===== src/rtl/vm_pkg.sv =====
// Shared types for the multi-item vending controller: FSM states,
// coin_type encodings and the coin value lookup.
package vm_pkg;

    typedef enum logic [1:0] {
        ST_IDLE   = 2'd0,
        ST_CREDIT = 2'd1,
        ST_VEND   = 2'd2,
        ST_CHANGE = 2'd3
    } vm_state_e;

    localparam logic [1:0] COIN_5   = 2'b00;
    localparam logic [1:0] COIN_10  = 2'b01;
    localparam logic [1:0] COIN_25  = 2'b10;
    localparam logic [1:0] COIN_BAD = 2'b11;

    localparam int COIN_VAL_W = 5;

    function automatic logic [COIN_VAL_W-1:0] coin_value(input logic [1:0] ct);
        case (ct)
            COIN_5:  return 5'd5;
            COIN_10: return 5'd10;
            COIN_25: return 5'd25;
            default: return 5'd0;
        endcase
    endfunction

endpackage


===== src/rtl/vm_stock_bank.sv =====
// Per-item stock counters, loaded with STOCK_INIT on reset and decremented on each vend.
module vm_stock_bank
    import vm_pkg::*;
#(
    parameter int                 NUM_ITEMS  = 4,
    parameter int                 STOCK_W    = 4,
    parameter logic [STOCK_W-1:0] STOCK_INIT = 4'd3
) (
    input  logic                         clk,
    input  logic                         rst_n,
    input  logic                         dec_en,
    input  logic [$clog2(NUM_ITEMS)-1:0] dec_idx,
    input  logic [$clog2(NUM_ITEMS)-1:0] rd_idx,
    output logic                         rd_empty
);

    logic [STOCK_W-1:0] r_stock [NUM_ITEMS];

    always_ff @(posedge clk or negedge rst_n) begin
        if (!rst_n) begin
            for (int i = 0; i < NUM_ITEMS; i++) begin
                r_stock[i] <= STOCK_INIT;
            end
        end else if (dec_en) begin
            r_stock[dec_idx] <= r_stock[dec_idx] - STOCK_W'(1);
        end
    end

    // Indices past the last item read as empty so they report sold_out.
    assign rd_empty = (int'(rd_idx) >= NUM_ITEMS) || (r_stock[rd_idx] == '0);

endmodule


===== src/rtl/vending_machine_multi.sv =====
// Multi-item vending controller. States: IDLE no credit | CREDIT holding credit |
// VEND one dispense cycle | CHANGE paying credit back as 5-unit coins.
module vending_machine_multi
    import vm_pkg::*;
#(
    parameter int                            NUM_ITEMS  = 4,
    parameter int                            CREDIT_W   = 8,
    parameter int                            CREDIT_MAX = 100,
    parameter logic [NUM_ITEMS*CREDIT_W-1:0] PRICES     = {8'd25, 8'd20, 8'd15, 8'd10},
    parameter int                            STOCK_W    = 4,
    parameter logic [STOCK_W-1:0]            STOCK_INIT = 4'd3
) (
    input  logic                         clk,
    input  logic                         rst_n,
    input  logic                         coin_valid,
    input  logic [1:0]                   coin_type,
    input  logic                         sel_valid,
    input  logic [$clog2(NUM_ITEMS)-1:0] sel,
    input  logic                         cancel,
    input  logic                         change_ready,
    output logic                         dispense,
    output logic [$clog2(NUM_ITEMS)-1:0] dispense_item,
    output logic                         change_pulse,
    output logic                         coin_reject,
    output logic                         insufficient,
    output logic                         sold_out,
    output logic                         busy,
    output logic [CREDIT_W-1:0]          credit
);

    vm_state_e                    r_state;
    logic [CREDIT_W-1:0]          r_credit;
    logic                         r_dispense;
    logic [$clog2(NUM_ITEMS)-1:0] r_disp_item;
    logic                         r_coin_reject;
    logic                         r_insufficient;
    logic                         r_sold_out;
    logic                         r_busy;

    logic [COIN_VAL_W-1:0] w_coin_val;
    logic [CREDIT_W:0]     w_sum;
    logic                  w_coin_ok;
    logic [CREDIT_W-1:0]   w_price;
    logic                  w_accepting;
    logic                  w_cancel_go;
    logic                  w_sel_go;
    logic                  w_sel_empty;
    logic                  w_vend_ok;

    // One extra bit on the sum so an over-limit coin can never wrap into range.
    assign w_coin_val  = coin_value(coin_type);
    assign w_sum       = {1'b0, r_credit} + (CREDIT_W+1)'(w_coin_val);
    assign w_coin_ok   = (coin_type != COIN_BAD) && (w_sum <= (CREDIT_W+1)'(CREDIT_MAX));
    assign w_price     = PRICES[sel*CREDIT_W +: CREDIT_W];
    assign w_accepting = (r_state == ST_IDLE) || (r_state == ST_CREDIT);
    assign w_cancel_go = cancel && (r_state == ST_CREDIT);
    assign w_sel_go    = sel_valid && w_accepting && !w_cancel_go;
    assign w_vend_ok   = w_sel_go && !w_sel_empty && (w_price <= r_credit);

    vm_stock_bank #(
        .NUM_ITEMS  (NUM_ITEMS),
        .STOCK_W    (STOCK_W),
        .STOCK_INIT (STOCK_INIT)
    ) u_stock (
        .clk      (clk),
        .rst_n    (rst_n),
        .dec_en   (w_vend_ok),
        .dec_idx  (sel),
        .rd_idx   (sel),
        .rd_empty (w_sel_empty)
    );

    always_ff @(posedge clk or negedge rst_n) begin
        if (!rst_n) begin
            r_state        <= ST_IDLE;
            r_credit       <= '0;
            r_dispense     <= 1'b0;
            r_disp_item    <= '0;
            r_coin_reject  <= 1'b0;
            r_insufficient <= 1'b0;
            r_sold_out     <= 1'b0;
            r_busy         <= 1'b0;
        end else begin
            r_dispense     <= 1'b0;
            r_coin_reject  <= 1'b0;
            r_insufficient <= 1'b0;
            r_sold_out     <= 1'b0;
            case (r_state)
                ST_IDLE, ST_CREDIT: begin
                    if (w_cancel_go) begin
                        r_coin_reject <= coin_valid;
                        r_state       <= ST_CHANGE;
                        r_busy        <= 1'b1;
                    end else if (w_sel_go) begin
                        r_coin_reject <= coin_valid;
                        if (w_sel_empty) begin
                            r_sold_out <= 1'b1;
                        end else if (!w_vend_ok) begin
                            r_insufficient <= 1'b1;
                        end else begin
                            r_credit    <= r_credit - w_price;
                            r_dispense  <= 1'b1;
                            r_disp_item <= sel;
                            r_state     <= ST_VEND;
                            r_busy      <= 1'b1;
                        end
                    end else if (coin_valid) begin
                        if (w_coin_ok) begin
                            r_credit <= w_sum[CREDIT_W-1:0];
                            r_state  <= ST_CREDIT;
                        end else begin
                            r_coin_reject <= 1'b1;
                        end
                    end
                end
                ST_VEND: begin
                    r_coin_reject <= coin_valid;
                    if (r_credit != '0) begin
                        r_state <= ST_CHANGE;
                    end else begin
                        r_state <= ST_IDLE;
                        r_busy  <= 1'b0;
                    end
                end
                ST_CHANGE: begin
                    r_coin_reject <= coin_valid;
                    if (change_ready) begin
                        r_credit <= r_credit - CREDIT_W'(5);
                        if (r_credit == CREDIT_W'(5)) begin
                            r_state <= ST_IDLE;
                            r_busy  <= 1'b0;
                        end
                    end
                end
                default: begin
                    r_state <= ST_IDLE;
                    r_busy  <= 1'b0;
                end
            endcase
        end
    end

    assign dispense      = r_dispense;
    assign dispense_item = r_disp_item;
    assign coin_reject   = r_coin_reject;
    assign insufficient  = r_insufficient;
    assign sold_out      = r_sold_out;
    assign busy          = r_busy;
    assign credit        = r_credit;
    // The pay-out intent is registered; the hopper handshake gates it the same cycle.
    assign change_pulse  = (r_state == ST_CHANGE) && change_ready;

endmodule

===== config.mk =====
export PLATFORM = sky130hd
export DESIGN_NAME = vending_machine_multi
export DESIGN_NICKNAME = d
export VERILOG_FILES = /design/src/rtl/vm_pkg.sv /design/src/rtl/vm_stock_bank.sv /design/src/rtl/vending_machine_multi.sv
export SDC_FILE = /design/constraint.sdc
export NUM_CORES = 1
export LEC_CHECK = 0
export CORE_MARGIN = 2
export CORE_UTILIZATION = 23
export CTS_BUF_LIST = sky130_fd_sc_hd__clkbuf_4
export DETAILED_ROUTE_END_ITERATION = 12
export GPL_TIMING_DRIVEN = 0
export HOLD_SLACK_MARGIN = 0.06
export PLACE_DENSITY = 0.42
export RECOVER_POWER = 25
export REMOVE_ABC_BUFFERS = 1
export SYNTH_ARGS = -nofsm -noshare
export SYNTH_HDL_FRONTEND = slang
export SYNTH_HIERARCHICAL = 1
export SYNTH_SLANG_ARGS = --single-unit

===== constraint.sdc =====
create_clock -name clk -period 2.9 [get_ports clk]
set_input_delay 0.58 -clock clk [delete_from_list [all_inputs] [get_ports clk]]
set_output_delay 0.58 -clock clk [all_outputs]
set_load 0.01 [all_outputs]

# Word-level counts from Yosys, hierarchy flattened
# Cells that the tools add are included.
totals:
  reg_bits: 33
  out_inout_bits: 16
  elab_cells: 120
classes:
  add_sub_neg: 4
  magnitude_cmp: 4
  eq_ne: 22
  n_shift: 1
  n_mux: 52
  bitwise: 3
  reduce_logical: 22
ops:
  columns: ["op", "count"]
  rows:
  - ["two-way mux 8 bit", 7]
  - ["variable part select 32 x 6 -> 8 bit (first input constant)", 1]
  - ["two-way mux 1 bit", 25]
  - ["two-way mux 2 bit", 9]
  - ["bitwise mux 16 bit", 1]
  - ["one-hot mux 8 bit (2 select lines)", 1]
  - ["!= test 3 bit (second input constant)", 5]
  - ["one-hot mux 5 bit (3 select lines)", 1]
  - ["two-way mux 4 bit", 3]
  - ["!= test 4 bit (second input constant)", 3]
  - ["AND reduction 6 bit", 2]
  - ["!= test 2 bit (second input constant)", 5]
  - ["adder 8 x 5 -> 9 bit", 1]
  - ["less-or-equal comparator 9 x 7 -> 1 bit (second input constant)", 1]
  - ["binary-select mux 4 bit (select 2 bit)", 1]
  - ["demux 4 bit (select 2 bit)", 1]
  - ["equality test 8 x 3 -> 1 bit (second input constant)", 1]
  - ["less-or-equal comparator 8 bit", 1]
  - ["logical AND 1 bit", 8]
  - ["nonzero test 8 bit", 1]
  - ["subtractor 8 x 3 -> 8 bit (second input constant)", 1]
  - ["subtractor 8 bit", 1]
  - ["AND reduction 7 bit", 1]
  - ["equality test 2 bit (second input constant)", 3]
  - ["18 further kinds", 24]

# Longest topological paths before layout
depth:
  ltp_word: 13
  ltp_mapped: 12
  mapped_depth_nobuf: 11

# Hierarchy
# Netlist, hierarchy kept.
by_module_without_submodules:
  columns: ["mod", "n_inst", "cells_per_inst", "area_per_inst_um2"]
  rows:
  - ["vending_machine_multi", 1, 201, 1706.6]
  - ["vm_stock_bank", 1, 85, 898.4]

# Least setup slack after synthesis
# OpenSTA, ideal clock, no wires.
synth_path:
  kind: "in2reg"
  from: "in sel[0]"
  to: "reg u_stock/r_stock[15] (netlist bit)"
  setup_ns: 0.069
  arrival_ns: 3.394
  t_required_ns: 2.831
  slack_ns: -0.563
  stages: 11
  path_buffers: 1
  cell_sequence: "inv_1 > ha_1 > ha_1 > nand3_1 > o31ai_1 > nor2_1 > nor3_1 > clkbuf_1 > or4b_2 > or4_1 > nand3_1"
synth_via:
  elab_chain_cells: 8
synth_lines:
  columns: ["element", "line_no", "text"]
  rows:
  - ["start: declaration", "vending_machine_multi.sv:18", "input logic [$clog2(NUM_ITEMS)-1:0] sel,"]
  - ["parallel branches: the longest is 7 deep, another holds less-or-equal comparator 8 bit", null, null]
  - ["logical AND 1 bit *", "vending_machine_multi.sv:58", "assign w_vend_ok = w_sel_go && !w_sel_empty && (w_price <= r_credit);"]
  - ["net w_vend_ok", "vending_machine_multi.sv:48", "logic w_vend_ok;"]
  - ["end signal: indexed assignment", "vm_stock_bank.sv:25", "r_stock[dec_idx] <= r_stock[dec_idx] - STOCK_W'(1);"]
  - ["end: declaration", "vm_stock_bank.sv:17", "logic [STOCK_W-1:0] r_stock [NUM_ITEMS];"]
# Mark *: on every way through the listed nets, which the timed path passes. The select of a mux whose other input is x is not followed.
# A chain may end at the register's enable or synchronous reset.

# Worst setup path in the final report
layout_path:
  from: "in sel[0]"
  to: "reg u_stock/r_stock[7] (netlist bit)"
# The elaborated chain is that of the path after synthesis.

==> flow_summary.toml <==
[status]
status = "finished, violations left"
violations = "capacitance limit, slew limit"

[final_layout]
layout_commonest_cell = "nand2_1"
nFillCells = 1158
nets = 352
final_cells = 464
drive_above_1_share_pct = 24.8
final_cell_mix = "28 x nand2_1, 23 x dfrtp_1, 22 x o21ai_0"
syn2layout_area_growth_pct = 28.0

[clock_tree]
clk_latency_ns = 0.34
clk_pin_slew_ns = 0.11
cts_tree = "built"
htreeDepth = 2
cts_buffers = 5
clock_path_buffers = 2
cts_num_sinks = 33
cts-root-buf = "clkbuf_4"

[worst_setup_path]
crit_arrival_ns = 3.10
worstPathMaxFanout = 19
cp_slowest_stage_delay_ns = 0.45
cp-end-kind = "register"
crit_slowest_cell = "or4bb_1"
cpMostUsedCell = "ha_4"
critical_path_class = "in -> reg"
cp.required_ns = 3.18
start_kind = "primary input"
timing.critical_path.cells = "buf_12 > inv_1 > ha_4 > ha_4 > nand3_2 > o31ai_4 > nor2_4 > nor3_4 > buf_4 > or4bb_1 > or4_1 > nand3_1"

[die]
design.die.area_sq_um = 12200
die_height_microns = 110
die_w_microns = 110
fp.coreArea_sq_um = 10900
start_util_pct = 23.8
rows = 38
io_pins = 26

[sta]
relSlewSlack_pct = -23.3
fin_crit_ns = 2.83
slew_viol_final = 34
max_freq_mhz = 354
period_share_pct = 97.5
finClkSkew_ns = 0.0202
worst_pin_slew_ns = 1.85
hold_viol_final = 0
setup_viol = 0

[route]
wl_per_cell_microns = 15.9
totalWireLength_microns = 7380
num_vias = 2332
drt_drc_violations_left = 0
drt.antenna.violating_nets = 0
avgViaCountPerCell = 5.03
detail_route.first_pass.iterations = 4
first_iter_violations = 128

[synth]
netlist_instances = 286
ys_seq_area_share_pct = 32.1
synth_area_sq_um = 2600
ys_ff_latch = 33
ys.flop_type = "dfrtp_1"
ys_async_sr_fraction_pct = 100
yosys_warnings = 6
synth-edff-count = 0
avgSynthCellArea_sq_um = 9.11
synthDistinctLibCells = 62

[global_route]
overflow = 0
grt_max_degree = 34
antenna_found_initial = 1
grt_pass1_wl_microns = 12400
grt_pass1_vias = 2346
track_usage_pct = 12.3

[placement]
dp.final_hpwl_microns = 5160
portBuffers = 25
dpl.cell_count = 442
gp_congestion = 0.840

[power_and_ir_drop]
ir_drop_uv = 310
p_leak_nw = 1.32
powerDensity_nw_per_um2 = 1120
p_total_mw = 3.74

[min_path]
hold_class = "reg -> reg"

[job]
max_cap_violations = 1
## critical path, delay by kind of cell
family,cells,cell delay [ns]
AO/OA/AOI/OAI,1,0.31
adder cells (fa/ha/maj),2,0.54
buffers and inverters,3,0.37
AND/OR/NAND/NOR,6,1.31
## synth_stat cells, types with 3 or more instances
master      n  area [sq um]
nand2_1    29           109
nor2_1     12          45.0
inv_1      22          82.6
o31ai_1     7          52.6
mux4_2      4          90.1
ha_1       18           225
nand3b_1    4          30.0
nor3_1      5          25.0
clkbuf_1    4          15.0
a2bb2oi_1   3          26.3
and3_1      3          18.8
o21a_1      5          37.5
xnor2_1     5          43.8
a21oi_1    25           125
nor4_1     10          62.6
o21ai_0    22           110
or4_1       4          30.0
buf_6       3          33.8
dfstp_2     8           210
nand3_1    12          60.1
dfrtp_1    25           626
## stage by stage
step,setup TNS [ns],utilization (%),worst slack [ns],hold slack (ns),area [sq um]
after floorplan,-3.70,-,-0.662,0.284,2530
after global placement,-52.44,27.0,-2.41,0.484,2950
after detailed placement,-42.57,27.0,-1.94,0.494,2950
after CTS,-0.00437,29.7,-0.00437,0.328,3250
after global routing,-0.0109,30.5,-0.00765,0.541,3330
final,0,30.5,0.0721,0.510,3330
## final timing paths
check	start	slack (ns)	depth (start not counted)	end
min reg2reg	u_stock/r_stock[1]	0.51	2	u_stock/r_stock[1]
min in group asynchronous	rst_n	0.73	1	credit[3]
max	sel[0]	0.07	12	u_stock/r_stock[7]
max reg2reg	credit[3]	0.13	9	u_stock/r_stock[7]
max in group asynchronous	rst_n	0.96	1	credit[1]
min	u_stock/r_stock[1]	0.51	2	u_stock/r_stock[1]
## per-layer routing
metal / global-route usage, % / vias to the layer above / part of all wire (%)
met5: 0 / - / 0
met2: 18.9 / 60 / 44
li1: - / 1139 / -
met1: 17.5 / 1122 / 49
met4: 3.50 / 0 / 1.8
met3: 2.20 / 11 / 4.8
## area by class of cell
cell class / instances / area [sq um] / share of cell area, %
timing repair buffer: 38 / 359 / 10.8
inverter: 22 / 82.6 / 2.48
tap: 140 / 175 / 5.26
clock inverter: 2 / 33.8 / 1.01
sequential: 33 / 838 / 25.2
antenna: 1 / 2.50 / 0.0751
clock buffer: 6 / 45.0 / 1.35
multi-input combinational: 222 / 1800 / 53.9
## flip-flops by register name (all words and copies together), names as in the netlist
register / cells
sold_out: 1
busy: 1
insufficient: 1
credit: 8
dispense_item: 2
r_state: 2
coin_reject: 1
u_stock/r_stock: 16
dispense: 1
## kinds of logic (layout without fill, tap and decap cells)
family	count (synthesis)	count (layout)	synth area share, %
AND/OR/NAND/NOR	100	100	21.2
AO/OA/AOI/OAI	86	86	22.4
flip-flops	33	33	32.1
buffers and inverters	31	68	6.10
adder cells (fa/ha/maj)	20	20	10.2
multiplexers	9	9	5.67
XOR/XNOR	7	7	2.35
other	0	1	0
## what timing repair did
| action | 4_1_cts | 5_1_grt |
|---|---|---|
| hold buffers | 0 | 0 |
| endpoints found under the hold margin | 0 | 0 |
| pin swaps | 10 | 9 |
| gates resized for setup | 41 | 19 |
| buffers inserted | 10 | 5 |
| setup endpoints to repair | 29 | 14 |
## where the power goes
group	switching (mW)	internal, mW	leakage, nW
Combinational	1.28	1.08	0.892
Sequential	0.296	0.717	0.388
Clock	0.168	0.189	0.0433
No activity file was read; power rests on OpenSTA's default activity.
